[src/rtl/alu_issue_arbiter.sv]
// alu_issue_arbiter
//   Shares one load-strobed, fixed-latency ALU between two requesters.
//   Round-robin arbitration, one operation in flight at a time. The winner's
//   operands are latched, the ALU is loaded for one cycle, the latency is
//   counted down, and the captured result is returned on a valid/ready
//   response channel to the requester that issued it.
//
// Ports
//   clk, rst                 clock (rising edge), async active-high reset
//   req_valid/req_ready[1:0] request handshake, bit i = requester i
//   req{0,1}_a/_b/_op        operands and 6-bit opcode per requester
//   resp_valid/resp_ready    response handshake, resp_valid one-hot or zero
//   resp_data, resp_err      shared result / invalid-opcode flag
//   alu_load, alu_a, alu_b,
//   alu_opcode, alu_result   ALU-side interface
//   busy                     high whenever the FSM is not idle
module alu_issue_arbiter #(
    parameter int WIDTH   = 32,
    parameter int ALU_LAT = 2,
    parameter int MUL_LAT = 3
) (
    input  logic             clk,
    input  logic             rst,
    input  logic [1:0]       req_valid,
    output logic [1:0]       req_ready,
    input  logic [WIDTH-1:0] req0_a,
    input  logic [WIDTH-1:0] req0_b,
    input  logic [5:0]       req0_op,
    input  logic [WIDTH-1:0] req1_a,
    input  logic [WIDTH-1:0] req1_b,
    input  logic [5:0]       req1_op,
    output logic [1:0]       resp_valid,
    input  logic [1:0]       resp_ready,
    output logic [WIDTH-1:0] resp_data,
    output logic             resp_err,
    output logic             alu_load,
    output logic [WIDTH-1:0] alu_a,
    output logic [WIDTH-1:0] alu_b,
    output logic [5:0]       alu_opcode,
    input  logic [WIDTH-1:0] alu_result,
    output logic             busy
);
    localparam int MAX_LAT = (MUL_LAT > ALU_LAT) ? MUL_LAT : ALU_LAT;
    localparam int CW      = $clog2(MAX_LAT + 1);
    localparam logic [CW-1:0] MUL_CNT = CW'(MUL_LAT);
    localparam logic [CW-1:0] ALU_CNT = CW'(ALU_LAT);
    localparam logic [CW-1:0] CNT_ONE = CW'(1);
    localparam logic [5:0]    OP_MUL  = 6'd5;
    localparam logic [5:0]    OP_MAX  = 6'd5;

    typedef enum logic [1:0] {IDLE, ISSUE, WAIT, RESP} state_t;

    state_t           state;
    logic             ptr;     // requester with priority in the next IDLE
    logic             gnt;     // requester owning the in-flight operation
    logic [WIDTH-1:0] a_q, b_q, data_q;
    logic [5:0]       op_q;
    logic             err_q;
    logic [CW-1:0]    cnt;

    logic             sel;
    logic [WIDTH-1:0] in_a, in_b;
    logic [5:0]       in_op;

    // Priority requester wins if valid; otherwise the other one is the
    // candidate (only granted when its own req_valid is high).
    always_comb begin
        sel   = req_valid[ptr] ? ptr : ~ptr;
        in_a  = sel ? req1_a  : req0_a;
        in_b  = sel ? req1_b  : req0_b;
        in_op = sel ? req1_op : req0_op;
    end

    always_ff @(posedge clk or posedge rst) begin
        if (rst) begin
            state  <= IDLE;
            ptr    <= 1'b0;
            gnt    <= 1'b0;
            a_q    <= '0;
            b_q    <= '0;
            op_q   <= '0;
            data_q <= '0;
            err_q  <= 1'b0;
            cnt    <= '0;
        end else begin
            case (state)
                IDLE: begin
                    if (req_valid[sel]) begin
                        gnt  <= sel;
                        a_q  <= in_a;
                        b_q  <= in_b;
                        op_q <= in_op;
                        if (in_op <= OP_MAX) begin
                            state <= ISSUE;
                        end else begin
                            // Bad opcode: answer immediately, ALU untouched.
                            data_q <= '0;
                            err_q  <= 1'b1;
                            state  <= RESP;
                        end
                    end
                end
                ISSUE: begin
                    cnt   <= (op_q == OP_MUL) ? MUL_CNT : ALU_CNT;
                    state <= WAIT;
                end
                WAIT: begin
                    if (cnt == CNT_ONE) begin
                        data_q <= alu_result;
                        err_q  <= 1'b0;
                        state  <= RESP;
                    end else begin
                        cnt <= cnt - CNT_ONE;
                    end
                end
                RESP: begin
                    if (resp_ready[gnt]) begin
                        ptr   <= ~gnt;
                        state <= IDLE;
                    end
                end
                default: state <= IDLE;
            endcase
        end
    end

    // Outputs are pure decodes of registered state so they drop to zero the
    // instant reset asserts.
    logic drive_alu;
    assign drive_alu  = (state == ISSUE) || (state == WAIT);
    assign alu_load   = (state == ISSUE);
    assign alu_a      = drive_alu ? a_q  : '0;
    assign alu_b      = drive_alu ? b_q  : '0;
    assign alu_opcode = drive_alu ? op_q : '0;

    assign req_ready[0] = (state == IDLE) && req_valid[sel] && !sel;
    assign req_ready[1] = (state == IDLE) && req_valid[sel] &&  sel;

    assign resp_valid[0] = (state == RESP) && !gnt;
    assign resp_valid[1] = (state == RESP) &&  gnt;
    assign resp_data     = data_q;
    assign resp_err      = err_q;
    assign busy          = (state != IDLE);
endmodule
[config.mk]
export PLATFORM = sky130hd
export DESIGN_NAME = alu_issue_arbiter
export DESIGN_NICKNAME = d
export VERILOG_FILES = /design/src/rtl/alu_issue_arbiter.sv
export SDC_FILE = /design/constraint.sdc
export NUM_CORES = 1
export LEC_CHECK = 0
export BUFFER_PORTS_ARGS = -buffer_cell sky130_fd_sc_hd__buf_4
export CAP_MARGIN = 20
export CORE_AREA = 2 2 105 133
export DETAILED_ROUTE_END_ITERATION = 8
export DIE_AREA = 0 0 107 135
export PLACE_DENSITY = 0.79
export SYNTH_ARGS = -nofsm -noshare
export SYNTH_HDL_FRONTEND = slang
export SYNTH_SLANG_ARGS = --single-unit
[constraint.sdc]
create_clock -name clk -period 3.58 [get_ports clk]
set_input_delay 0.716 -clock clk [delete_from_list [all_inputs] [get_ports clk]]
set_output_delay 0.716 -clock clk [all_outputs]
set_load 0.1 [all_outputs]
# == Word-level counts from Yosys, hierarchy flattened ==
# Cells that the tools add are included.
# totals
reg_bits,109
in_bits,178
output_inout_bits,109
elab_cells,72
# op_classes
add_sub_neg,1
magnitude_cmp,4
n_eq_ne,10
muxes,29
n_bitwise,2
reduce_logical,17
# ops
operator,n
32-bit 2-to-1 mux,7
32-bit case mux with 2 select lines,1
6-bit 2-to-1 mux,2
1-bit 2-to-1 mux,11
2-bit 2-to-1 mux,5
"2-bit inequality test, second input constant",5
2-bit case mux with 4 select lines,1
"6-bit by 3-bit == test with 1-bit output, second input constant",1
"6-bit by 3-bit <= comparator with 1-bit output, second input constant",1
"1-bit by 2-bit < comparator with 1-bit output, second input constant",3
2-bit AND reduction,3
2-bit nonzero test,3
1-bit logical AND,5
"2-bit by 1-bit == test with 1-bit output, second input constant",2
"2-bit == test, second input constant",2
2-bit case mux with 2 select lines,1
4-bit AND reduction,1
3-bit AND reduction,1
1-bit zero test,2
2-bit zero test,1
1-bit inverter,2
1-bit case mux with 2 select lines,1
"2-bit by 1-bit subtractor with 2-bit output, second input constant",1
1-bit logical OR,1

# == Depth between registers and ports, before layout ==
# logic_depth
word_depth,8
mapped_depth,7
mapped_depth_nobuf,6

# == Least setup slack after synthesis ==
# OpenSTA, ideal clock, no wires.
# synth_path
kind,reg2out
start,register state[0]
end,output port req_ready[0]
arrival_time_ns,2.795
t_required_ns,2.864
setup_slack_ns,0.069
stages_incl_launch_ff,7
n_path_buf,2
cell_sequence,dfrtp_1 -> inv_1 -> ha_1 -> o21ai_1 -> clkbuf_1 -> clkbuf_1 -> a21oi_1
# synth_between
elab_chain_cells,3
# synth_lines
item,line_no,source
"start, declared",53,state_t state;
"start signal, assigned",76,state <= IDLE;
"start signal, assigned",94,state <= ISSUE;
"start signal, assigned",99,state <= RESP;
2-bit zero test,136,assign req_ready[0] = (state == IDLE) && req_valid[sel] && !sel;
1-bit logical AND (2 in a row),136,
"end, declared",25,"output logic [1:0] req_ready,"
# No other way between the ends.

# == Worst setup path after layout ==
# layout_path
start,register state[1]
end,output port alu_a[7]
# layout_between
elab_chain_cells,3
elab_cells_between_ends,4
cone_classes,2 x eq/ne; 1 x mux; 1 x reduce/logical
# layout_lines
item,line_no,source
2-bit by 1-bit == test with 1-bit output / 2-bit == test (equally long branches),130,assign drive_alu = (state == ISSUE) || (state == WAIT);
1-bit logical OR *,130,
32-bit 2-to-1 mux *,132,assign alu_a = drive_alu ? a_q : '0;
"end, declared",37,"output logic [WIDTH-1:0] alu_a,"
# Every way passes the cells marked *; elsewhere a longest branch is shown, timed or not.

==> metrics.md <==
| Metric | Value |
|---|---|
| Die height | `135 um` |
| Post-route setup TNS | `0 ps` |
| Final ANT Viol Nets | `0` |
| Cell variety after synth | `30` |
| Routability cong. | `0.832` |
| Most frequent cells in the layout | `buf_4, dfrtp_1, mux2i_1, nand2_1, o21ai_0` |
| DR iter-0 viols | `170` |
| Detailed-route wire length per cell | `15.8 um` |
| R2R depth | `7` |
| Reg2reg end | `resp_data[16]$_DFFE_PP0P_` |
| Gr ovfl total | `0` |
| DR vias | `4775` |
| CTS clock-pin slew for the worst setup and hold paths | `70 ps` |
| DP HPWL | `11500 um` |
| Final Slew Violations | `0` |
| Ant. Diodes | `0` |
| Worst Hold Launch | `a_q[25]$_DFFE_PP0P_` |
| Core Rows | `47` |
| Vias in the first global route | `4804` |
| Fraction of layout cells with a size suffix above 1 | `0.404` |
| Final setup fails | `0` |
| Pin count of the biggest net entering global routing | `78` |
| Max Cap Viol | `0` |
| Startpoint Class | `flip-flop` |
| Nets | `962` |
| Setup CP Type | `reg2out` |
| Initial antenna violation count | `0` |
| Clock Root Buffer | `clkbuf_16` |
| Area of the core | `13100 um2` |
| Cell Area, Placed | `7630 um2` |
| Maximum clock path buffer count | `2` |
| Number of CTS-inserted buffers | `9` |
| Slew headroom | `0.314` |
| Fmax | `0.323 GHz` |
| WL final | `15100 um` |
| Status | `complete, no violations` |
| Critical path capture point type | `primary output` |
| HP Class | `reg2reg` |
| Clock insertion delay at the later pin of the skew report | `340 ps` |
| FF-to-FF setup slack | `1390 ps` |
| DR pass1 iterations | `4` |
| Most common cell after layout, fill and taps aside | `buf_4` |
| FILL cells | `1093` |
| Io pins | `287` |
| Synth Instances | `511` |
| Starting Density | `0.406` |
| Die Wd | `107 um` |
| Port buffer count | `286` |
| Crit path max fanout | `71` |
| Syn_nets | `694` |
| #FFs+latches synth | `109` |
| Clk sinks | `109` |
| Final hold violation count | `0` |
| Ys Warns | `0` |
| Syn Area/Cell | `10.4 um2` |
| Total die area | `14400 um2` |
| RSZ-0062 raised after global routing | `false` |
| Post-CTS setup buffer count | `0` |
| Post-Layout Inst Area | `7970 um2` |
| Global-route wire length before repair | `23300 um` |
| Clock skew | `7.06 ps` |
| Vias per cell | `5.00` |
| Final Critical Period | `3100 ps` |
| Slew @ Worst Pin | `1030 ps` |
| H-tree Lvls | `3` |
| Drt drc | `0` |
| Arr. time, crit path | `2380 ps` |
| Placed Cells | `938` |
| Post-CTS sizing | `0` |
| Register area share after synthesis | `0.512` |
| Tcrit/Tclk final | `0.866` |
| Hold Path End | `a_q[25]$_DFFE_PP0P_` |
| RR Startpoint | `state[0]$_DFFE_PP0P_` |
| Area Growth Syn to Fin | `49.6%` |
| Required time worst endpoint | `2860 ps` |
| Hold path depth | `2` |
| Total track usage | `0.202` |
| Synth Cell Area | `5330 um2` |
| TritonCTS clock tree | `done` |
| Hold_buf cts | `0` |
| Final Non-Filler Cells | `955` |
layer usage:
| metal | track usage | vias to the layer above | part of all wire |
|---|---|---|---|
| li1 | - | 2295 | - |
| met1 | 0.235 | 2265 | 0.38 |
| met2 | 0.364 | 189 | 0.53 |
| met3 | 0.0454 | 26 | 0.063 |
| met4 | 0.0685 | 0 | 0.022 |
| met5 | 0 | - | 0 |
cells in the mapped netlist:
library cell,number,area [um2]
dfrtp_1,109,2730
mux2i_1,73,731
nand2_1,73,274
o21ai_0,72,360
and2_1,71,444
a22o_1,32,280
clkbuf_1,24,90.1
buf_2,10,50.1
inv_1,6,22.5
a21oi_1,5,25.0
ha_1,5,62.6
nand2b_1,4,25.0
nor2b_1,4,25.0
buf_6,3,33.8
nor2_1,3,11.3
a2111o_1,2,22.5
o22a_1,2,17.5
a2111oi_1,1,10.0
a211o_1,1,8.76
a211oi_1,1,7.51
a211oi_2,1,12.5
a21boi_1,1,7.51
a21o_1,1,7.51
and4_4,1,11.3
and4b_1,1,10.0
nand3_1,1,5.00
nor4_1,1,6.26
o2111a_1,1,11.3
o21ai_1,1,5.00
o31ai_4,1,21.3
worst max-delay path by stage:
stage	slack [ps]	from	cells past startpoint	to
6_report	480	state[1]$_DFFE_PP0P_	4	alu_a[7]
4_1_cts	440	state[1]$_DFFE_PP0P_	4	alu_b[4]
5_1_grt	270	state[1]$_DFFE_PP0P_	4	alu_a[17]
2_1_floorplan	70	state[0]$_DFFE_PP0P_	6	req_ready[0]
3_3_place_gp	900	state[1]$_DFFE_PP0P_	4	alu_a[7]
3_5_place_dp	820	state[1]$_DFFE_PP0P_	4	alu_b[4]
registers in the layout, indices dropped and copies added, names as in the netlist:
name       flops
resp_data     32
a_q           32
op_q           6
gnt            1
resp_err       1
state          2
cnt            2
b_q           32
ptr            1
worst max-delay path, cell delays in order, from the launching register on:
cell,delay [ps]
dfrtp_1,370
inv_1,80
ha_2,980
and2_1,250
buf_4,290
final cells by class:
class / count / area, um2 / area share
clock buffer: 9 / 225 / 0.0283
clock inverter: 7 / 87.6 / 0.0110
inverter: 6 / 26.3 / 0.00330
multi-input combinational: 359 / 2420 / 0.304
sequential: 109 / 2730 / 0.342
tap: 171 / 214 / 0.0268
timing repair buffer: 294 / 2260 / 0.284
stage by stage:
| step | utilization | hold slack, ps | worst slack (ps) |
|---|---|---|---|
| 6_report | 0.608 | 473 | 481 |
| 5_1_grt | 0.608 | 504 | 275 |
| 4_1_cts | 0.606 | 482 | 439 |
| 3_5_place_dp | 0.582 | 465 | 821 |
| 3_3_place_gp | 0.582 | 456 | 903 |
| 2_1_floorplan | - | 442 | 69.2 |
kinds of logic (layout without fill, tap and decap cells):
| kind of cell | Yosys count | count (layout) | share of synthesized area |
|---|---|---|---|
| adders and majority gates | 5 | 5 | 0.0117 |
| muxes | 73 | 73 | 0.137 |
| and+or+nand+nor | 159 | 159 | 0.152 |
| DFF | 109 | 109 | 0.512 |
| AOI/OAI and AO/OA | 122 | 122 | 0.150 |
| buffers and inverters | 43 | 316 | 0.0369 |
Power is not shown: default switching activity piles up to over one toggle a cycle in this logic, so the estimate is an artifact.
